==> src/rtl/lsu_dc1_arb.sv <==
// DC1 port arbiter: selects between the core LSU pipe and the DMA slave,
// forms start/end addresses, holds grants under back-pressure and bounds DMA starvation.
module lsu_dc1_arb #(
  parameter int unsigned DMA_MAX_WAIT = 7,
  parameter int unsigned CNT_W        = 3
) (
  input  logic        clk,
  input  logic        rst,
  input  logic        lsu_freeze,
  input  logic        core_valid,
  output logic        core_ready,
  input  logic [31:0] core_addr,
  input  logic [1:0]  core_size,
  input  logic        dma_valid,
  output logic        dma_ready,
  input  logic [31:0] dma_addr,
  input  logic [1:0]  dma_size,
  output logic        dc1_valid,
  input  logic        dc1_ready,
  output logic        dc1_dma,
  output logic [31:0] dc1_start_addr,
  output logic [31:0] dc1_end_addr,
  output logic [1:0]  dc1_size,
  input  logic        dc1_dma_addr_ok,
  output logic        dma_err_valid
);

  typedef enum logic [1:0] {
    ARB       = 2'd0,
    LOCK_CORE = 2'd1,
    LOCK_DMA  = 2'd2
  } state_t;

  localparam logic [CNT_W-1:0] MAX_CNT = CNT_W'(DMA_MAX_WAIT);

  state_t           state_q, state_d;
  logic [CNT_W-1:0] wait_cnt_q, wait_cnt_d;
  logic             dma_err_q, dma_err_d;

  logic sel_core;
  logic sel_dma;
  logic live;
  logic core_acc;
  logic dma_acc;

  // Last byte covered by an access; size 3 is treated as a word.
  function automatic logic [31:0] end_addr(input logic [31:0] start, input logic [1:0] size);
    logic [31:0] span;
    case (size)
      2'd0:    span = 32'd0;
      2'd1:    span = 32'd1;
      default: span = 32'd3;
    endcase
    return start + span;
  endfunction

  always_ff @(posedge clk) begin
    if (rst) begin
      state_q    <= ARB;
      wait_cnt_q <= '0;
      dma_err_q  <= 1'b0;
    end else begin
      state_q    <= state_d;
      wait_cnt_q <= wait_cnt_d;
      dma_err_q  <= dma_err_d;
    end
  end

  // Lock transitions depend on dc1_ready only through the registered state.
  always_comb begin
    state_d = state_q;
    if (!lsu_freeze) begin
      case (state_q)
        ARB: begin
          if (dc1_valid && !dc1_ready) state_d = sel_dma ? LOCK_DMA : LOCK_CORE;
        end
        LOCK_CORE: begin
          if (!core_valid || core_acc) state_d = ARB;
        end
        LOCK_DMA: begin
          if (!dma_valid || dma_acc) state_d = ARB;
        end
        default: state_d = ARB;
      endcase
    end
  end

  always_comb begin
    wait_cnt_d = wait_cnt_q;
    if (!lsu_freeze) begin
      if (!dma_valid || dma_acc)   wait_cnt_d = '0;
      else if (wait_cnt_q < MAX_CNT) wait_cnt_d = wait_cnt_q + 1'b1;
    end
    dma_err_d = dma_acc & ~dc1_dma_addr_ok;
  end

  always_comb begin
    sel_core = 1'b0;
    sel_dma  = 1'b0;
    case (state_q)
      LOCK_CORE: sel_core = core_valid;
      LOCK_DMA:  sel_dma  = dma_valid;
      default: begin
        sel_dma  = dma_valid & (~core_valid | (wait_cnt_q == MAX_CNT));
        sel_core = core_valid & ~sel_dma;
      end
    endcase

    live     = ~rst & ~lsu_freeze;
    // A DMA failing the address check is consumed here without a DC1 handshake.
    core_acc = live & sel_core & dc1_ready;
    dma_acc  = live & sel_dma & (dc1_ready | ~dc1_dma_addr_ok);

    core_ready     = core_acc;
    dma_ready      = dma_acc;
    dc1_valid      = live & (sel_core | (sel_dma & dc1_dma_addr_ok));
    dc1_dma        = sel_dma;
    dc1_start_addr = sel_dma ? dma_addr : core_addr;
    dc1_size       = sel_dma ? dma_size : core_size;
    dc1_end_addr   = end_addr(dc1_start_addr, dc1_size);
    dma_err_valid  = dma_err_q;
  end

endmodule

==> config.mk <==
export PLATFORM = sky130hd
export DESIGN_NAME = lsu_dc1_arb
export DESIGN_NICKNAME = d
export VERILOG_FILES = /design/src/rtl/lsu_dc1_arb.sv
export SDC_FILE = /design/constraint.sdc
export NUM_CORES = 1
export LEC_CHECK = 0
export BUFFER_PORTS_ARGS = -buffer_cell sky130_fd_sc_hd__buf_4
export CAP_MARGIN = 30
export CORE_ASPECT_RATIO = 0.8
export CORE_MARGIN = 2
export CORE_UTILIZATION = 41
export DETAILED_ROUTE_END_ITERATION = 8
export GPL_TIMING_DRIVEN = 0
export HOLD_SLACK_MARGIN = 0.08
export PLACE_DENSITY = 0.9
export SLEW_MARGIN = 20
export SYNTH_ARGS = -nofsm -noshare
export SYNTH_HDL_FRONTEND = slang
export SYNTH_SLANG_ARGS = --single-unit
==> constraint.sdc <==
create_clock -name clk -period 4.57 [get_ports clk]
set_clock_uncertainty 0.15 [all_clocks]
set_input_delay 0.2285 -clock clk [delete_from_list [all_inputs] [get_ports clk]]
set_output_delay 0.2285 -clock clk [all_outputs]
set_load 0.01 [all_outputs]
==> flow_summary.ini, run 1 <==
[status]
status = finished clean

[synthesis]
yosysUniqueCellTypes = 44
syn-mean-instance-area_um2 = 6.110
yosys.area.top_type = nand2_1
ys_warn_count = 0
synthCells = 316
synth_area_um2 = 1931
synth-edff-count = 0
synth_async_sr_flop_share = 0
synth-main-ff-cell = dfxtp_1
ys_seq_elements = 6
synth_top_area_share = 0.1905
synthTopCellsByArea = nand2_1 (19%), xnor2_1 (9.5%), mux2i_1 (6.7%)
syn_nets = 399
ys_seq_area_frac = 0.06222

[timing]
rsz0062_at_grt = false
finalHoldViolations = 0
worst_pin_slew_ns = 0.5181
slew_headroom = 0.6525
tns_ns = 0
fmax_ghz = 0.2289
min_period_ns = 4.369
period_share = 0.9561
finalSetupViolCount = 0
fin_ws_ns = 0.2007
maxSlewViolCount = 0
holdWs_ns = 0.2001

[grt]
grt_overflow = 0
antenna_found_initial = 0
grt_pass1_vias = 2645
grt_max_degree = 20
grt_pass1_wl_um = 11990
grt.total_usage = 0.2824

[layout]
num_antenna_cells = 0
final_cell_mix = buf_4 (144), nand2_1 (98), nand3_1 (24)
syn_to_final_growth_pct = 64.74
nets = 545
num-fill-cells = 393
mostFrequentLayoutCell = buf_4
multi_input_area_um2 = 1733
stdcell_area_um2 = 3181
drive_above_1_share = 0.3674
regArea_um2 = 120.1

[worst_setup_path]
critPathLaunchType = register
cp.arrival_ns = 3.99
crit_fanout = 19
worstSetupPathType = register to primary output
worstPathRequired_ns = 4.19
crit_path_end_kind = primary output

[place]
portBuffers = 143
globalplace.congestion = 0.8799
pre_cts_slack_ns = -0.1809
dpl_cell_area_um2 = 3079
hpwl_um = 6270

[clocking]
cts_inserted_buffers = 3
cts_num_sinks = 6
clkTransAtPathRegs_ns = 0.04
htreeDepth = 1
cts_tree = done
post_cts_buffers = 0
cts_buffer_depth = 2
clk_latency_ns = 0.23
cts_root_buf = clkbuf_8

[routing]
routedWlPerCell_um = 14.72
detail-route-antenna-nets = 0
first_pass_iters = 4
via_per_inst = 5.440
drt_first_iter_violations = 272
vias = 2829
remaining_drc_errors = 0
finalWirelength_um = 7656

[floorplan]
start_util = 0.4225
die-area_um2 = 5277
coreArea_um2 = 4569
die_width_um = 80.72
fp-row-count = 22
ios = 146
fp.dieH_um = 65.38

[power]
p_leak_uw = 0.001557
p_per_area_nw_per_um2 = 162.4
vdd_drop_max_mv = 0.1591

[min_path]
hold_path_class = input port to register

[job]
cap_violations = 0
==> worst paths after layout <==
kind	from	endpoint	slack (ns)	cells past startpoint
max	state_q[0]	dc1_end_addr[29]	0.20	16
min	rst	wait_cnt_q[2]	0.20	2
max reg2reg	state_q[0]	state_q[0]	1.91	8
min reg2reg	wait_cnt_q[0]	wait_cnt_q[0]	0.34	2
==> cells by family (layout without fill, tap and decap cells) <==
family,after synthesis,in the layout,share of synthesized area
muxes,18,18,0.09656
adders and majority gates,8,8,0.05573
DFF,6,6,0.06222
buffers and inverters,31,175,0.06934
and+or+nand+nor,190,190,0.4614
xor gates and xnor gates,29,29,0.1316
AOI/OAI and AO/OA,34,34,0.1231
==> per-stage QoR <==
stage	utilization	power (uW)	std cells
2_1_floorplan	-	227.9	316
3_3_place_gp	0.6739	415.6	519
3_5_place_dp	0.6739	420.5	519
4_1_cts	0.6941	512.7	520
5_1_grt	0.6961	547.7	520
6_report	0.6961	516.6	520
==> Yosys cell counts, types with 3 or more instances <==
library cell / number
and3_1: 8
mux2i_1: 13
xor2_1: 8
ha_1: 7
o21ai_0: 11
xnor2_1: 21
nor2_1: 16
mux2_2: 5
dfxtp_1: 6
nand4_1: 13
inv_1: 17
clkbuf_1: 4
a31oi_1: 3
nand2_1: 98
nand3b_1: 5
nor3_1: 10
a21oi_1: 8
nand2b_1: 4
buf_2: 5
nand3_1: 24
==> cell type report <==
cell class | instances | share of cell area
Buffer | 10 | 0.01888
Sequential cell | 6 | 0.03777
Multi-Input combinational cell | 279 | 0.5448
Inverter | 18 | 0.02124
Tap cell | 60 | 0.02360
Timing Repair Buffer | 144 | 0.3407
Clock buffer | 3 | 0.01298
==> power breakdown <==
part | switching [uW] | leakage [uW] | internal (uW) | total [uW]
Combinational | 194 | 0.00149 | 185 | 379
Clock | 25.4 | 0.0000216 | 56.8 | 82.2
Sequential | 1.48 | 0.0000486 | 54.2 | 55.7
==> routing by layer <==
metal | vias to the layer above | wire length [um] | track usage
li1 | 1382 | - | -
met3 | 11 | 516 | 0.02060
met2 | 118 | 3729 | 0.4896
met5 | - | 0 | 0
met4 | 0 | 102 | 0.08686
met1 | 1318 | 3308 | 0.3732
==> worst max-delay path: stages, from the launching register on <==
cell	delay, ns
dfxtp_1	0.38
inv_1	0.09
ha_1	0.36
or3b_4	0.42
nand3_4	0.12
buf_6	0.21
buf_6	0.20
mux2i_4	0.29
inv_1	0.09
ha_1	0.33
a21oi_4	0.10
a311oi_1	0.30
a32oi_1	0.14
nand3b_1	0.27
nor3_2	0.19
xnor2_1	0.14
buf_4	0.14
==> sequential cells by signal, indices dropped and copies added, names as in the netlist <==
| name | count |
|---|---|
| dma_err_valid | 1 |
| wait_cnt_q | 3 |
| state_q | 2 |
==> what timing repair did <==
| action | CTS | global route |
|---|---|---|
| resized for setup | 11 | 1 |
| hold endpoints to repair | 1 | 0 |
| endpoints found under the setup margin | 20 | 1 |
| hold buffers | 1 | 0 |
Note: power is estimated with default switching activity, not from simulation.
==> run 2, diff against run 1 <==
- CTS_CLUSTER_SIZE: unset -> 12
- clock period: 4.57 -> 5 ns (I/O delays scaled with it)
==> run 2 against run 1 <==
  * Largest cell class unchanged
  * Sequential share of layout area hardly changed
  * Global-route usage up 0.63 points
  * Total power decreased by 8.8%
  * Critical endpoint is now dc1_end_addr[18]
  * Sequential cell count stayed put
  * Largest power group unchanged
==> flow_summary.ini, run 2 (synthesis gave the netlist of run 1 again) <==
[worst_setup_path]
cp.arrival_ns = 4.30
crit_path_end_kind = primary output
critPathLaunchType = register
crit_fanout = 10
worstSetupPathType = register to primary output
worstPathRequired_ns = 4.60

[clocking]
cts_buffer_depth = 2
clkTransAtPathRegs_ns = 0.04
cts_root_buf = clkbuf_8
htreeDepth = 1
post_cts_buffers = 0
clk_latency_ns = 0.23
cts_tree = done
cts_num_sinks = 6
cts_inserted_buffers = 3

[floorplan]
ios = 146
coreArea_um2 = 4569
fp.dieH_um = 65.38
fp-row-count = 22
start_util = 0.4225
die-area_um2 = 5277
die_width_um = 80.72

[power]
seqPwrFrac = 0.108
p_leak_uw = 0.001553
switchingPower_uw = 202.0
p_per_area_nw_per_um2 = 149.1
power_frac_comb = 0.733
p_clk_frac = 0.159
p_total_uw = 470.9
intPower_uw = 268.9
switching_share = 0.4291
vdd_drop_max_mv = 0.1445

[grt]
grt_max_degree = 11
grt_overflow = 0
grt_pass1_vias = 2645
grt_pass1_wl_um = 12210
antenna_found_initial = 0
grt.total_usage = 0.2887

[layout]
syn_to_final_growth_pct = 63.64
mostFrequentLayoutCell = buf_4
num_antenna_cells = 0
nets = 546
largest_reg_flops = 3
regMostFlops = wait_cnt_q
drive_above_1_share = 0.3644
num-fill-cells = 397
final_cell_mix = buf_4 (145), nand2_1 (98), nand3_1 (24)

[status]
status = finished clean

[min_path]
hold_path_class = input port to register

[timing]
fin_ws_ns = 0.3046
slew_headroom = 0.6217
tns_ns = 0
finalHoldViolations = 0
maxSlewViolCount = 0
holdWs_ns = 0.2200
worst_pin_slew_ns = 0.5675
min_period_ns = 4.695
finalSetupViolCount = 0
fmax_ghz = 0.2130
period_share = 0.9391
rsz0062_at_grt = false

[routing]
first_pass_iters = 5
via_per_inst = 5.518
vias = 2875
drt_first_iter_violations = 248
routedWlPerCell_um = 14.98
finalWirelength_um = 7805
detail-route-antenna-nets = 0
remaining_drc_errors = 0

[job]
cap_violations = 0

[place]
portBuffers = 143
pre_cts_slack_ns = 0.2276
hpwl_um = 6270
globalplace.congestion = 0.8799
[run 2: layer usage]
metal,part of all wire,GRT usage,vias up
met2,0.49,0.4990,161
met5,0,0,-
met1,0.42,0.3812,1320
li1,-,-,1382
met4,0.0099,0.08686,0
met3,0.083,0.02473,12
[run 2: worst paths after layout]
kind,startpoint,to,slack [ns],depth (start not counted)
hold reg to reg,wait_cnt_q[0],wait_cnt_q[0],0.34,2
setup / recovery,state_q[0],dc1_end_addr[18],0.30,16
hold / removal,rst,wait_cnt_q[2],0.22,2
setup reg to reg,state_q[0],state_q[1],2.36,9
[run 2: critical path: stages, from the launching register on]
cell      delay (ns)
dfxtp_1         0.38
inv_1           0.09
ha_1            0.36
nand2b_1        0.19
nand3_4         0.13
inv_2           0.15
buf_2           0.29
clkbuf_1        0.48
nand2_1         0.14
nand3_1         0.11
ha_1            0.21
inv_1           0.07
fa_2            0.47
a211oi_1        0.49
nand2_1         0.15
xnor2_1         0.19
buf_4           0.15
[run 2: repair_timing]
item	CTS	global route
gates resized for setup	3	6
endpoints found under the setup margin	2	11
hold buffers	1	0
hold endpoints to repair	1	0
[run 2: layout make-up]
class / instances / area [um2] / area share
Buffer: 11 / 60.06 / 0.01901
Clock buffer: 3 / 41.29 / 0.01307
Inverter: 18 / 67.56 / 0.02139
Multi-Input combinational cell: 279 / 1712 / 0.5418
Sequential cell: 6 / 120.1 / 0.03802
Tap cell: 60 / 75.07 / 0.02376
Timing Repair Buffer: 144 / 1084 / 0.3430
[run 2: per-stage QoR]
| stage | instances | util | area [um2] |
|---|---|---|---|
| floorplan | 316 | - | 1931 |
| finish | 521 | 0.6914 | 3159 |
| CTS | 523 | 0.6887 | 3147 |
| global route | 521 | 0.6914 | 3159 |
| detailed placement | 519 | 0.6739 | 3079 |
| global placement | 519 | 0.6739 | 3079 |
[run 2: power groups by stage]
stage / registers (uW) / logic, uW / clock network [uW]
finish: 50.9 / 345 / 75.0
global placement: 51.4 / 328 / 0
detailed placement: 51.6 / 333 / 0
CTS: 50.8 / 337 / 75.9
global route: 51.0 / 370 / 77.5
floorplan: 51.3 / 157 / 0
